`src/rtl/music_player_ctrl_if.sv`:
```
// Control/status bundle between the button front-end, the playback controller
// and the note player / song ROM.
interface music_player_ctrl_if #(
  parameter int SONG_BITS = 2,
  parameter int NOTE_BITS = 5
);
  logic                           play_button;
  logic                           next_button;
  logic                           prev_button;
  logic                           ff_switch;
  logic                           r_switch;
  logic                           note_done;
  logic                           play;
  logic                           beat;
  logic [SONG_BITS-1:0]           current_song;
  logic [SONG_BITS+NOTE_BITS-1:0] note_addr;
  logic                           flush;
  logic                           song_end;

  modport master (
    output play_button, next_button, prev_button, ff_switch, r_switch, note_done,
    input  play, beat, current_song, note_addr, flush, song_end
  );

  modport slave (
    input  play_button, next_button, prev_button, ff_switch, r_switch, note_done,
    output play, beat, current_song, note_addr, flush, song_end
  );
endinterface

```
`src/rtl/music_player_ctrl.sv`:
```
// Playback controller: play/pause FSM, song selection, beat generator and
// note address into the song ROM, with prev, fast-forward, rewind, auto-advance.
module music_player_ctrl #(
  parameter int SONG_BITS    = 2,
  parameter int NOTE_BITS    = 5,
  parameter int BEAT_COUNT   = 1000,
  parameter int FF_MULT      = 2,
  parameter bit AUTO_ADVANCE = 1'b1
) (
  input  logic               clk,
  input  logic               reset,
  music_player_ctrl_if.slave bus
);

  // Wide enough for beat_cnt + step, which can overshoot BEAT_COUNT by < FF_MULT.
  localparam int CNT_W = $clog2(BEAT_COUNT + FF_MULT + 1);
  localparam logic [NOTE_BITS-1:0] LAST_IDX = {NOTE_BITS{1'b1}};

  typedef enum logic [1:0] {
    ST_PAUSED  = 2'd0,
    ST_PLAYING = 2'd1,
    ST_SWITCH  = 2'd2
  } state_t;

  state_t               state_q, state_d;
  logic [SONG_BITS-1:0] song_q, song_d;
  logic [NOTE_BITS-1:0] idx_q, idx_d;
  logic [CNT_W-1:0]     cnt_q, cnt_d;
  logic                 beat_q, beat_d;
  logic                 flush_q, flush_d;
  logic                 song_end_q, song_end_d;

  logic                 song_chg;
  logic                 rewind;
  logic [CNT_W-1:0]     step;
  logic [CNT_W-1:0]     cnt_sum;

  always_ff @(posedge clk or negedge reset) begin
    if (!reset) begin
      state_q    <= ST_PAUSED;
      song_q     <= '0;
      idx_q      <= '0;
      cnt_q      <= '0;
      beat_q     <= 1'b0;
      flush_q    <= 1'b0;
      song_end_q <= 1'b0;
    end else begin
      state_q    <= state_d;
      song_q     <= song_d;
      idx_q      <= idx_d;
      cnt_q      <= cnt_d;
      beat_q     <= beat_d;
      flush_q    <= flush_d;
      song_end_q <= song_end_d;
    end
  end

  // Both switches high counts as rewind at normal speed.
  assign rewind   = bus.r_switch;
  assign step     = (bus.ff_switch && !bus.r_switch) ? CNT_W'(FF_MULT) : CNT_W'(1);
  assign cnt_sum  = cnt_q + step;
  assign song_chg = bus.next_button ^ bus.prev_button;

  always_comb begin
    state_d    = state_q;
    song_d     = song_q;
    idx_d      = idx_q;
    cnt_d      = cnt_q;
    beat_d     = 1'b0;
    flush_d    = 1'b0;
    song_end_d = 1'b0;

    if (song_chg) begin
      // Song change overrides play_button and note_done in every state.
      state_d = ST_SWITCH;
      song_d  = bus.next_button ? song_q + SONG_BITS'(1) : song_q - SONG_BITS'(1);
      idx_d   = '0;
      cnt_d   = '0;
      flush_d = 1'b1;
    end else begin
      case (state_q)
        ST_PAUSED: begin
          if (bus.play_button) begin
            state_d = ST_PLAYING;
          end
        end
        ST_SWITCH: begin
          state_d = ST_PAUSED;
        end
        ST_PLAYING: begin
          if (bus.note_done) begin
            if (rewind) begin
              if (idx_q == '0) begin
                song_end_d = 1'b1;
                state_d    = ST_PAUSED;
              end else begin
                idx_d = idx_q - NOTE_BITS'(1);
              end
            end else if (idx_q == LAST_IDX) begin
              song_end_d = 1'b1;
              idx_d      = '0;
              if (AUTO_ADVANCE) begin
                song_d  = song_q + SONG_BITS'(1);
                flush_d = 1'b1;
              end else begin
                state_d = ST_PAUSED;
              end
            end else begin
              idx_d = idx_q + NOTE_BITS'(1);
            end
          end
          // Note advance above still applies when pausing in the same cycle.
          if (bus.play_button) begin
            state_d = ST_PAUSED;
          end
          // Beat phase only moves while staying in PLAYING, so no beat after a pause.
          if (state_d == ST_PLAYING) begin
            if (cnt_sum >= CNT_W'(BEAT_COUNT)) begin
              beat_d = 1'b1;
              cnt_d  = '0;
            end else begin
              cnt_d = cnt_sum;
            end
          end
        end
        default: begin
          state_d = ST_PAUSED;
        end
      endcase
    end

    // Held buttons or back-to-back note_done must not stretch the pulses.
    flush_d    = flush_d & ~flush_q;
    song_end_d = song_end_d & ~song_end_q;
  end

  assign bus.play         = (state_q == ST_PLAYING);
  assign bus.beat         = beat_q;
  assign bus.current_song = song_q;
  assign bus.note_addr    = {song_q, idx_q};
  assign bus.flush        = flush_q;
  assign bus.song_end     = song_end_q;

endmodule

```
`src/flat_wrapper.sv`:
```
// flat-port wrapper written by rule: the top's interface ports become plain ports
module music_player_ctrl_flat 
#(
  parameter int SONG_BITS    = 2,
  parameter int NOTE_BITS    = 5,
  parameter int BEAT_COUNT   = 1000,
  parameter int FF_MULT      = 2,
  parameter bit AUTO_ADVANCE = 1'b1
)
  (clk, reset, bus_play_button, bus_next_button, bus_prev_button, bus_ff_switch, bus_r_switch, bus_note_done, bus_play, bus_beat, bus_current_song, bus_note_addr, bus_flush, bus_song_end);
  music_player_ctrl_if #(.SONG_BITS(SONG_BITS), .NOTE_BITS(NOTE_BITS)) bus_i ();
  input  logic clk;
  input  logic reset;
  input wire logic [$bits(bus_i.play_button)-1:0] bus_play_button;
  input wire logic [$bits(bus_i.next_button)-1:0] bus_next_button;
  input wire logic [$bits(bus_i.prev_button)-1:0] bus_prev_button;
  input wire logic [$bits(bus_i.ff_switch)-1:0] bus_ff_switch;
  input wire logic [$bits(bus_i.r_switch)-1:0] bus_r_switch;
  input wire logic [$bits(bus_i.note_done)-1:0] bus_note_done;
  output wire logic [$bits(bus_i.play)-1:0] bus_play;
  output wire logic [$bits(bus_i.beat)-1:0] bus_beat;
  output wire logic [$bits(bus_i.current_song)-1:0] bus_current_song;
  output wire logic [$bits(bus_i.note_addr)-1:0] bus_note_addr;
  output wire logic [$bits(bus_i.flush)-1:0] bus_flush;
  output wire logic [$bits(bus_i.song_end)-1:0] bus_song_end;
  assign bus_i.play_button = bus_play_button;
  assign bus_i.next_button = bus_next_button;
  assign bus_i.prev_button = bus_prev_button;
  assign bus_i.ff_switch = bus_ff_switch;
  assign bus_i.r_switch = bus_r_switch;
  assign bus_i.note_done = bus_note_done;
  assign bus_play = bus_i.play;
  assign bus_beat = bus_i.beat;
  assign bus_current_song = bus_i.current_song;
  assign bus_note_addr = bus_i.note_addr;
  assign bus_flush = bus_i.flush;
  assign bus_song_end = bus_i.song_end;
  music_player_ctrl #(.SONG_BITS(SONG_BITS), .NOTE_BITS(NOTE_BITS), .BEAT_COUNT(BEAT_COUNT), .FF_MULT(FF_MULT), .AUTO_ADVANCE(AUTO_ADVANCE)) u_core (.clk(clk), .reset(reset), .bus(bus_i));
endmodule
```
`config.mk`:
```
export PLATFORM = sky130hd
export DESIGN_NAME = music_player_ctrl_flat
export DESIGN_NICKNAME = d
export VERILOG_FILES = /design/src/rtl/music_player_ctrl_if.sv /design/src/rtl/music_player_ctrl.sv /design/src/flat_wrapper.sv
export SDC_FILE = /design/constraint.sdc
export NUM_CORES = 1
export LEC_CHECK = 0
export ABC_AREA = 1
export CORE_MARGIN = 2
export CORE_UTILIZATION = 59
export CTS_CLUSTER_DIAMETER = 50
export DETAILED_ROUTE_END_ITERATION = 8
export PLACE_DENSITY_LB_ADDON = 0.3
export SYNTH_ARGS = -nofsm -noshare
export SYNTH_HDL_FRONTEND = slang
export SYNTH_SLANG_ARGS = --single-unit
```
`constraint.sdc`:
```
create_clock -name clk -period 4.78 [get_ports clk]
set_input_delay 0.956 -clock clk [delete_from_list [all_inputs] [get_ports clk]]
set_output_delay 0.956 -clock clk [all_outputs]
set_load 0.02 [all_outputs]
```
# --- Word level (Yosys, flattened, before mapping) ---
# Cells that the tools add are included.
word_totals:
  regBits: 22
  latch_bits: 0
  ram_bits: 0
  mem_bits_ro: 0
  in_bits: 8
  word_cells: 75
  memories: 0
op_classes:
  add_sub_neg: 5
  multipliers: 0
  div_mod_pow: 0
  order_cmp: 1
  n_eq_ne: 6
  shifts: 0
  mux: 40
  n_bitwise: 5
  reduce_logical: 11
op_table:
  columns: ["operator", "n"]
  rows:
  - ["10-bit two-way mux", 4]
  - ["2-bit two-way mux", 15]
  - ["5-bit two-way mux", 6]
  - ["1-bit two-way mux", 14]
  - ["10-bit adder", 1]
  - ["10-bit >= comparator, second input constant", 1]
  - ["2-bit nonzero test", 4]
  - ["3-bit by 2-bit != test with 1-bit output, second input constant", 2]
  - ["5-bit by 1-bit adder with 5-bit output, second input constant", 1]
  - ["5-bit equality test, second input constant", 1]
  - ["5-bit logical NOT", 1]
  - ["5-bit by 1-bit subtractor with 5-bit output, second input constant", 1]
  - ["2-bit by 1-bit equality test with 1-bit output, second input constant", 2]
  - ["2-bit case mux with 2 select lines", 1]
  - ["4-bit AND reduction", 1]
  - ["3-bit AND reduction", 1]
  - ["2-bit by 1-bit adder with 2-bit output, second input constant", 1]
  - ["1-bit bitwise AND", 2]
  - ["2-bit logical NOT", 1]
  - ["2-bit by 1-bit != test with 1-bit output, second input constant", 1]
  - ["1-bit NOT", 2]
  - ["2-bit AND reduction", 1]
  - ["2-bit by 1-bit subtractor with 2-bit output, second input constant", 1]
  - ["1-bit logical AND", 1]
  - ["2 further kinds", 2]

# --- Depth between registers and ports, before layout ---
# Gate-level depths: netlist of run 1.
depth:
  word_depth: 11
  ltp_mapped: 17
  mapped_depth_nobuf: 15

# --- Least setup slack after synthesis of run 1 ---
# Ideal clock, no wire load.
synth_timing:
  path_type: "input-to-reg"
  start: "input port bus_r_switch"
  end: "register u_core.cnt_q[2]"
  setup_time_ns: 0.116
  arrival_ns: 2.709
  setup_slack_ns: 1.955
  path_stages: 15
  path_cell_list: "buf_2 > inv_1 > nand2_1 > ha_1 > inv_1 > fa_1 > o21bai_1 > nand2_1 > nand2_1 > nand2_1 > nor2_2 > nand2_2 > buf_6 > nand2_2 > nand2_1"
synth_via:
  elab_chain_len: 9
synth_rtl:
  columns: ["element", "line_no", "rtl"]
  rows:
  - ["from (decl)", "flat_wrapper.sv:18", "input wire logic [$bits(bus_i.r_switch)-1:0] bus_r_switch;"]
  - ["1-bit logical NOT", "music_player_ctrl.sv:60", "assign step = (bus.ff_switch && !bus.r_switch) ? CNT_W'(FF_MULT) : CNT_W'(1);"]
  - ["1-bit logical AND", "music_player_ctrl.sv:60", null]
  - ["2-bit two-way mux", "music_player_ctrl.sv:60", null]
  - ["10-bit adder", "music_player_ctrl.sv:61", "assign cnt_sum = cnt_q + step;"]
  - ["10-bit >= comparator", "music_player_ctrl.sv:118", "if (cnt_sum >= CNT_W'(BEAT_COUNT)) begin"]
  - ["10-bit two-way mux", "music_player_ctrl.sv:118", null]
  - ["10-bit two-way mux", "music_player_ctrl.sv:117", "if (state_d == ST_PLAYING) begin"]
  - ["10-bit two-way mux", "music_player_ctrl.sv:81", "case (state_q)"]
  - ["10-bit two-way mux", "music_player_ctrl.sv:73", "if (song_chg) begin"]
  - ["to (signal assigned)", "music_player_ctrl.sv:51", "cnt_q <= cnt_d;"]
  - ["to (decl)", "music_player_ctrl.sv:28", "logic [CNT_W-1:0] cnt_q, cnt_d;"]
# Several ways; a longest one is shown, not always the timed one. The select of a mux whose other input is x is not followed.
# A chain may end at the register's enable or synchronous reset.

# --- Final worst setup path of run 1 ---
layout_timing:
  start: "input port bus_r_switch"
  end: "register u_core.cnt_q[3]"
# Same word-level chain as after synthesis.

==> flow_metrics.py, run 1 <==
metrics = {
    "synth": {
        "synth_compound_area_share_pct": 7.30,
        "synth_top_cell_by_area": "dfrtp_1",
        "syn_nets": 226,
        "yosysUniqueCellTypes": 33,
        "netlist_top_cells_area": "dfrtp_1 (35%), nand2_1 (14%), inv_1 (6.5%), nand2_2 (6.0%), nor2_1 (5.5%)",
        "synth_flop_cell": "dfrtp_1",
        "synthMuxAreaShare_pct": 0,
        "synth-simple-area-share_pct": 37.1,
        "synthXorXnorAreaFrac_pct": 3.37,
        "postSynthAreaPerCell_um2": 7.39,
        "yosys.area.top_type_share_pct": 35.3,
        "syn_inst": 211,
        "synth_top_family_by_area": "simple AND/OR/NAND/NOR gates",
        "synth-seq-cells": 22,
        "synthArstFlopShare_pct": 100,
        "ys.warnings.count": 0,
        "synthAdderAreaFrac_pct": 6.10,
        "syn_area_um2": 1560,
        "ys_seq_area_share_pct": 35.3,
        "synth_edf_count": 0,
    },
    "worst_setup_path": {
        "crit_arrival_ns": 3.54,
        "path_buf_inv": 3,
        "max_stage_delay_ns": 0.63,
        "end_kind": "flop",
        "crit-reg2reg-launch": "u_core.cnt_q[0]",
        "critPathKind": "in -> reg",
        "critical_path.top_delay_family": "simple AND/OR/NAND/NOR gates",
        "critical_path.cell_chain": "clkdlybuf4s50_1 > inv_1 > nand2_1 > ha_1 > inv_1 > fa_1 > nor2_2 > nand3b_1 > nand2_1 > nand2_2 > nor2_2 > nand2_2 > nand2_2 > nand2_1",
        "startpoint": "bus_r_switch",
        "slowest_stage": "clkdlybuf4s50_1",
        "cp-start-kind": "input port",
        "required_ns": 4.99,
        "crit_path_max_fanout": 11,
    },
    "worst_hold_path": {
        "hp-start": "u_core.bus.flush",
        "hold_path.class": "reg -> reg",
    },
    "layout": {
        "final_cell_mix": "nand2_1 (59), inv_1 (27), nor2_1 (23)",
        "syn2layout_area_growth_pct": 14.0,
        "num-fill-cells": 204,
        "drive_above_1_share_pct": 14.9,
        "seqCellArea_um2": 551,
        "nets": 244,
        "final_area_um2": 1780,
        "multi_input_area_um2": 840,
        "post-route-util_pct": 71.1,
        "final_common_cell": "nand2_1",
        "insertedDiodeCount": 0,
    },
    "sta": {
        "slew_violations": 0,
        "worst_pin_slew_ns": 0.978,
        "post-route-period-util_pct": 69.8,
        "max_slew_margin_pct": 34.6,
        "hold_viol": 0,
        "holdWs_ns": 0.462,
        "fin_skew_ns": 0.00325,
        "fmax_mhz": 300,
        "tns_ns": 0,
        "min_period_ns": 3.34,
        "rsz0062_at_grt": "no",
        "setup_viol": 0,
    },
    "clock_network": {
        "postCtsSetupBuffers": 0,
        "clock-root-buffer": "clkbuf_4",
        "cts_made_buffers": 3,
        "clockBufferDepth": 2,
        "clock_sinks": 22,
        "cts_tree": "built",
        "ctsHoldBuffers": 0,
        "ctsResizeCount": 0,
        "clkLatencyLatePin_ns": 0.30,
        "clk_pin_slew_worst_paths_ns": 0.12,
        "h-tree-depth": 1,
    },
    "place": {
        "numPortBuffers": 20,
        "placed_area_um2": 1740,
        "gp_routability_congestion": 0.904,
        "hpwl_um": 2450,
    },
    "detailed_routing": {
        "drtAntennaViolNets": 0,
        "dr.pass1.iters": 4,
        "drc_errors": 0,
        "routed_via_density": 5.13,
        "routed_wl_um": 3110,
        "drt_iter0_markers": 59,
        "wl_per_cell_um": 12.1,
        "vias": 1323,
    },
    "die": {
        "die_h_um": 55.4,
        "rows": 18,
        "die_x_um": 55.4,
        "ios": 21,
        "core-area_um2": 2500,
        "die-area_um2": 3070,
        "start_util_pct": 62.4,
    },
    "pwr": {
        "power.leakage_uw": 0.000845,
        "total_power_uw": 436,
        "peakVddDrop_mv": 0.347,
        "powerDensity_nw_per_um2": 245,
    },
    "job": {
        "maxCapViolCount": 0,
    },
    "grt": {
        "grt_max_degree": 23,
        "antenna_found_initial": 0,
        "grt_pass1_wl_um": 5440,
        "grt_use_total_pct": 21.5,
        "grt_pass1_vias": 1314,
        "grt_remaining_overflow": 0,
    },
    "outcome": {
        "outcome": "finished, final reports clean",
    },
}
-- worst paths after layout --
| check | to | slack (ns) | cells past startpoint |
|---|---|---|---|
| setup / recovery | u_core.cnt_q[3] | 1.44 | 14 |
| hold / removal | u_core.bus.flush | 0.46 | 1 |
| setup reg to reg | u_core.cnt_q[3] | 2.65 | 11 |
| hold reg to reg | u_core.bus.flush | 0.46 | 1 |
| max in group asynchronous | u_core.idx_q[1] | 3.01 | 1 |
| min in group asynchronous | u_core.idx_q[0] | 1.18 | 1 |
-- state kept, by name, indices dropped and copies added (netlist names) --
register                 count
u_core.idx_q                 5
u_core.bus.current_song      2
u_core.bus.flush             1
u_core.cnt_q                10
u_core.bus.song_end          1
u_core.state_q               2
u_core.bus.beat              1
-- report_power, final --
part,switching (uW),internal (uW)
clock network,56.2,46.5
logic,65.9,55.1
registers,13.4,199
-- per-stage QoR --
| stage | std cells | worst slack, ns |
|---|---|---|
| 6_report | 258 | 1.44 |
| 5_1_grt | 258 | 1.26 |
| 4_1_cts | 258 | 1.46 |
| 3_5_place_dp | 254 | 1.13 |
| 3_3_place_gp | 254 | 1.29 |
| 2_1_floorplan | 211 | 1.96 |
-- worst reg2reg max path, stage by stage (launching register included) --
cell	delay (ns)
dfrtp_1	0.39
ha_1	0.21
inv_1	0.07
fa_1	0.47
nor2_2	0.18
nand3b_1	0.09
nand2_1	0.12
nand2_2	0.07
nor2_2	0.08
nand2_2	0.19
nand2_2	0.11
nand2_1	0.06
-- kinds of logic after synthesis --
group | Yosys count
adders and majority gates | 7
and+or+nand+nor | 122
buffers and inverters | 37
AOI/OAI and AO/OA | 17
DFF | 22
xor gates and xnor gates | 6
-- layout make-up --
type | count | area share, %
multi-input cells | 152 | 47.2
flip-flops and latches | 22 | 31.0
repair buffers | 20 | 11.3
inverters | 30 | 6.40
well taps | 30 | 2.11
clock buffers | 4 | 2.04
-- cell usage after synthesis, types with 2 or more instances --
cell / number
dfrtp_1: 22
a21oi_1: 3
inv_1: 27
nor2_1: 23
nand4_1: 2
nand3_2: 3
nand3_1: 7
ha_1: 6
nor3_1: 2
o22ai_1: 2
buf_6: 2
buf_2: 2
nor2_2: 5
o21ai_0: 7
buf_4: 3
nand2_2: 15
nand2_1: 59
xor2_1: 6
-- per-layer routing --
metal  track usage, %  vias to the layer above  share of wire [%]
li1                 -                      683                  -
met1             24.6                      611                 44
met2             40.0                       27                 53
met3             3.28                        2                3.1
met4             7.67                        0               0.42
met5                0                        -                  0
Power figures use the tool's default switching activity.
==> run 2: changes to the inputs <==
Settings changed: CORE_UTILIZATION 59 to 54.
Clock period 4.78 ns to 3.33 ns, I/O delays scaled along.
==> run 2 against run 1 <==
Net effect:
- hold slack got worse by 0.012 ns
- die area increased by 8.6%
- routed wire length decreased by 4.8%
- critical path type unchanged
- cell area increased by 1.8%
- register-to-register slack got worse by 1.4 ns
- utilization decreased by 5.5 points
- setup slack got worse by 0.87 ns
- clock skew decreased by 0.0017 ns
- via count decreased by 0.98%
- global-route usage decreased by 1.5 points
- combinational power increased by 42%
==> flow_metrics.py, run 2 (synthesized netlist as in run 1, its figures left out) <==
metrics = {
    "grt": {
        "grt_max_degree": 23,
        "grt_pass1_wl_um": 5210,
        "met2_usage_pct": 33.4,
        "grt-busiest-layer": "met2",
        "grt_use_total_pct": 20.0,
        "antenna_found_initial": 0,
        "grtUsageMet3_pct": 2.23,
        "grt_remaining_overflow": 0,
        "grt_pass1_vias": 1257,
        "grt.met1_usage_pct": 26.2,
    },
    "sta": {
        "fin_skew_ns": 0.00151,
        "hold_viol": 0,
        "slew_violations": 0,
        "tns_ns": 0,
        "final.setup.worst_slack_ns": 0.568,
        "max_slew_margin_pct": 59.2,
        "setup_viol": 0,
        "min_period_ns": 2.76,
        "fmax_mhz": 362,
        "post-route-period-util_pct": 83.0,
        "rsz0062_at_grt": "no",
        "worst_pin_slew_ns": 0.605,
    },
    "clock_network": {
        "ctsResizeCount": 0,
        "clk_pin_slew_worst_paths_ns": 0.13,
        "h-tree-depth": 1,
        "clkLatencyLatePin_ns": 0.31,
        "clock-root-buffer": "clkbuf_4",
        "clock_sinks": 22,
        "postCtsSetupBuffers": 0,
        "cts_tree": "built",
        "cts_made_buffers": 3,
        "clockBufferDepth": 2,
        "ctsHoldBuffers": 0,
    },
    "detailed_routing": {
        "drt_iter0_markers": 62,
        "wl_per_cell_um": 11.4,
        "routed_wl_um": 2970,
        "drtAntennaViolNets": 0,
        "routed_via_density": 5.02,
        "dr.pass1.iters": 4,
        "vias": 1310,
        "drc_errors": 0,
    },
    "layout": {
        "num-fill-cells": 255,
        "nets": 246,
        "largest_reg_flops": 10,
        "drive_above_1_share_pct": 15.7,
        "stdcell_count": 261,
        "insertedDiodeCount": 0,
        "top_regs": "u_core.cnt_q: 10 flops, u_core.idx_q: 5 flops",
        "top_register": "u_core.cnt_q",
        "final_common_cell": "nand2_1",
        "final_cell_mix": "nand2_1 (59), inv_1 (27), nor2_1 (23)",
        "syn2layout_area_growth_pct": 16.1,
    },
    "pwr": {
        "powerDensity_nw_per_um2": 378,
        "sw_frac_of_total_pct": 28.8,
        "power.leakage_uw": 0.000861,
        "seq_power_share_pct": 44.5,
        "internal_power_uw": 487,
        "total_power_uw": 685,
        "peakVddDrop_mv": 0.503,
        "switchingPower_uw": 197,
        "clockPowerShare_pct": 30.4,
        "p_comb_share_pct": 25.1,
    },
    "die": {
        "die_x_um": 57.7,
        "die-area_um2": 3330,
        "core-area_um2": 2760,
        "ios": 21,
        "die_h_um": 57.7,
        "rows": 19,
        "start_util_pct": 56.5,
    },
    "worst_hold_path": {
        "hold_path.class": "reg -> reg",
    },
    "place": {
        "hpwl_um": 2260,
        "dp_cells": 257,
        "place_ws_ns": 0.207,
        "gp_routability_congestion": 0.848,
        "numPortBuffers": 20,
    },
    "worst_setup_path": {
        "cp-start-kind": "input port",
        "critical_path.cell_chain": "clkdlybuf4s50_1 > inv_1 > nand2_1 > ha_1 > inv_1 > fa_1 > nor2_1 > nand3_1 > nand2_1 > clkinv_1 > nand2_2 > nor2_2 > nand2_2 > nand2_1 > nand2_1",
        "crit_arrival_ns": 3.03,
        "required_ns": 3.59,
        "crit_path_max_fanout": 11,
        "max_stage_delay_ns": 0.48,
        "critPathKind": "in -> reg",
        "ff2ff_setup_slack_ns": 1.26,
        "crit_top_cell": "nand2_1",
        "slowest_stage": "clkdlybuf4s50_1",
        "end_kind": "flop",
    },
    "outcome": {
        "outcome": "finished, final reports clean",
    },
    "job": {
        "maxCapViolCount": 0,
    },
}
## run 2: final timing paths
kind	cells past startpoint	startpoint	endpoint
max in group asynchronous	2	reset	u_core.cnt_q[1]
worst min register to register	1	u_core.bus.flush	u_core.bus.flush
worst max-delay path	15	bus_r_switch	u_core.cnt_q[5]
min in group asynchronous	2	reset	u_core.cnt_q[7]
worst max register to register	12	u_core.cnt_q[0]	u_core.cnt_q[5]
worst min-delay path	1	u_core.bus.flush	u_core.bus.flush
## run 2: power groups by stage
stage / Clock, uW / Combinational [uW] / Sequential (uW)
floorplan: 0 / 90.3 / 326
global route: 221 / 186 / 307
global placement: 0 / 171 / 309
CTS: 212 / 174 / 305
detailed placement: 0 / 173 / 310
finish: 208 / 172 / 305
## run 2: layout make-up
cell class	instances	area, um^2	share of cell area [%]
Timing Repair Buffer	22	215	11.9
Inverter	30	114	6.29
Multi-Input combinational cell	152	840	46.4
Clock buffer	3	22.5	1.24
Tap cell	31	38.8	2.14
Clock inverter	1	30.0	1.66
Sequential cell	22	551	30.4
## run 2: worst max-delay path, delay by kind of cell
family	cells	cell delay, ns
adder cells (fa/ha/maj)	2	0.68
buffers and inverters	4	0.70
AND/OR/NAND/NOR	9	0.97
## run 2: per-stage QoR
step | cell area [um^2] | hold slack, ns | utilization, %
finish | 1810 | 0.449 | 65.7
CTS | 1810 | 0.456 | 65.7
detailed placement | 1760 | 0.429 | 63.7
floorplan | 1560 | 0.370 | -
global placement | 1760 | 0.419 | 63.7
global route | 1810 | 0.468 | 65.7
## run 2: layer usage
metal  routed length, um  vias up
met2                1400       18
met1                1440      599
met5                   0        -
met3                  76        6
li1                    -      687
met4                  51        0
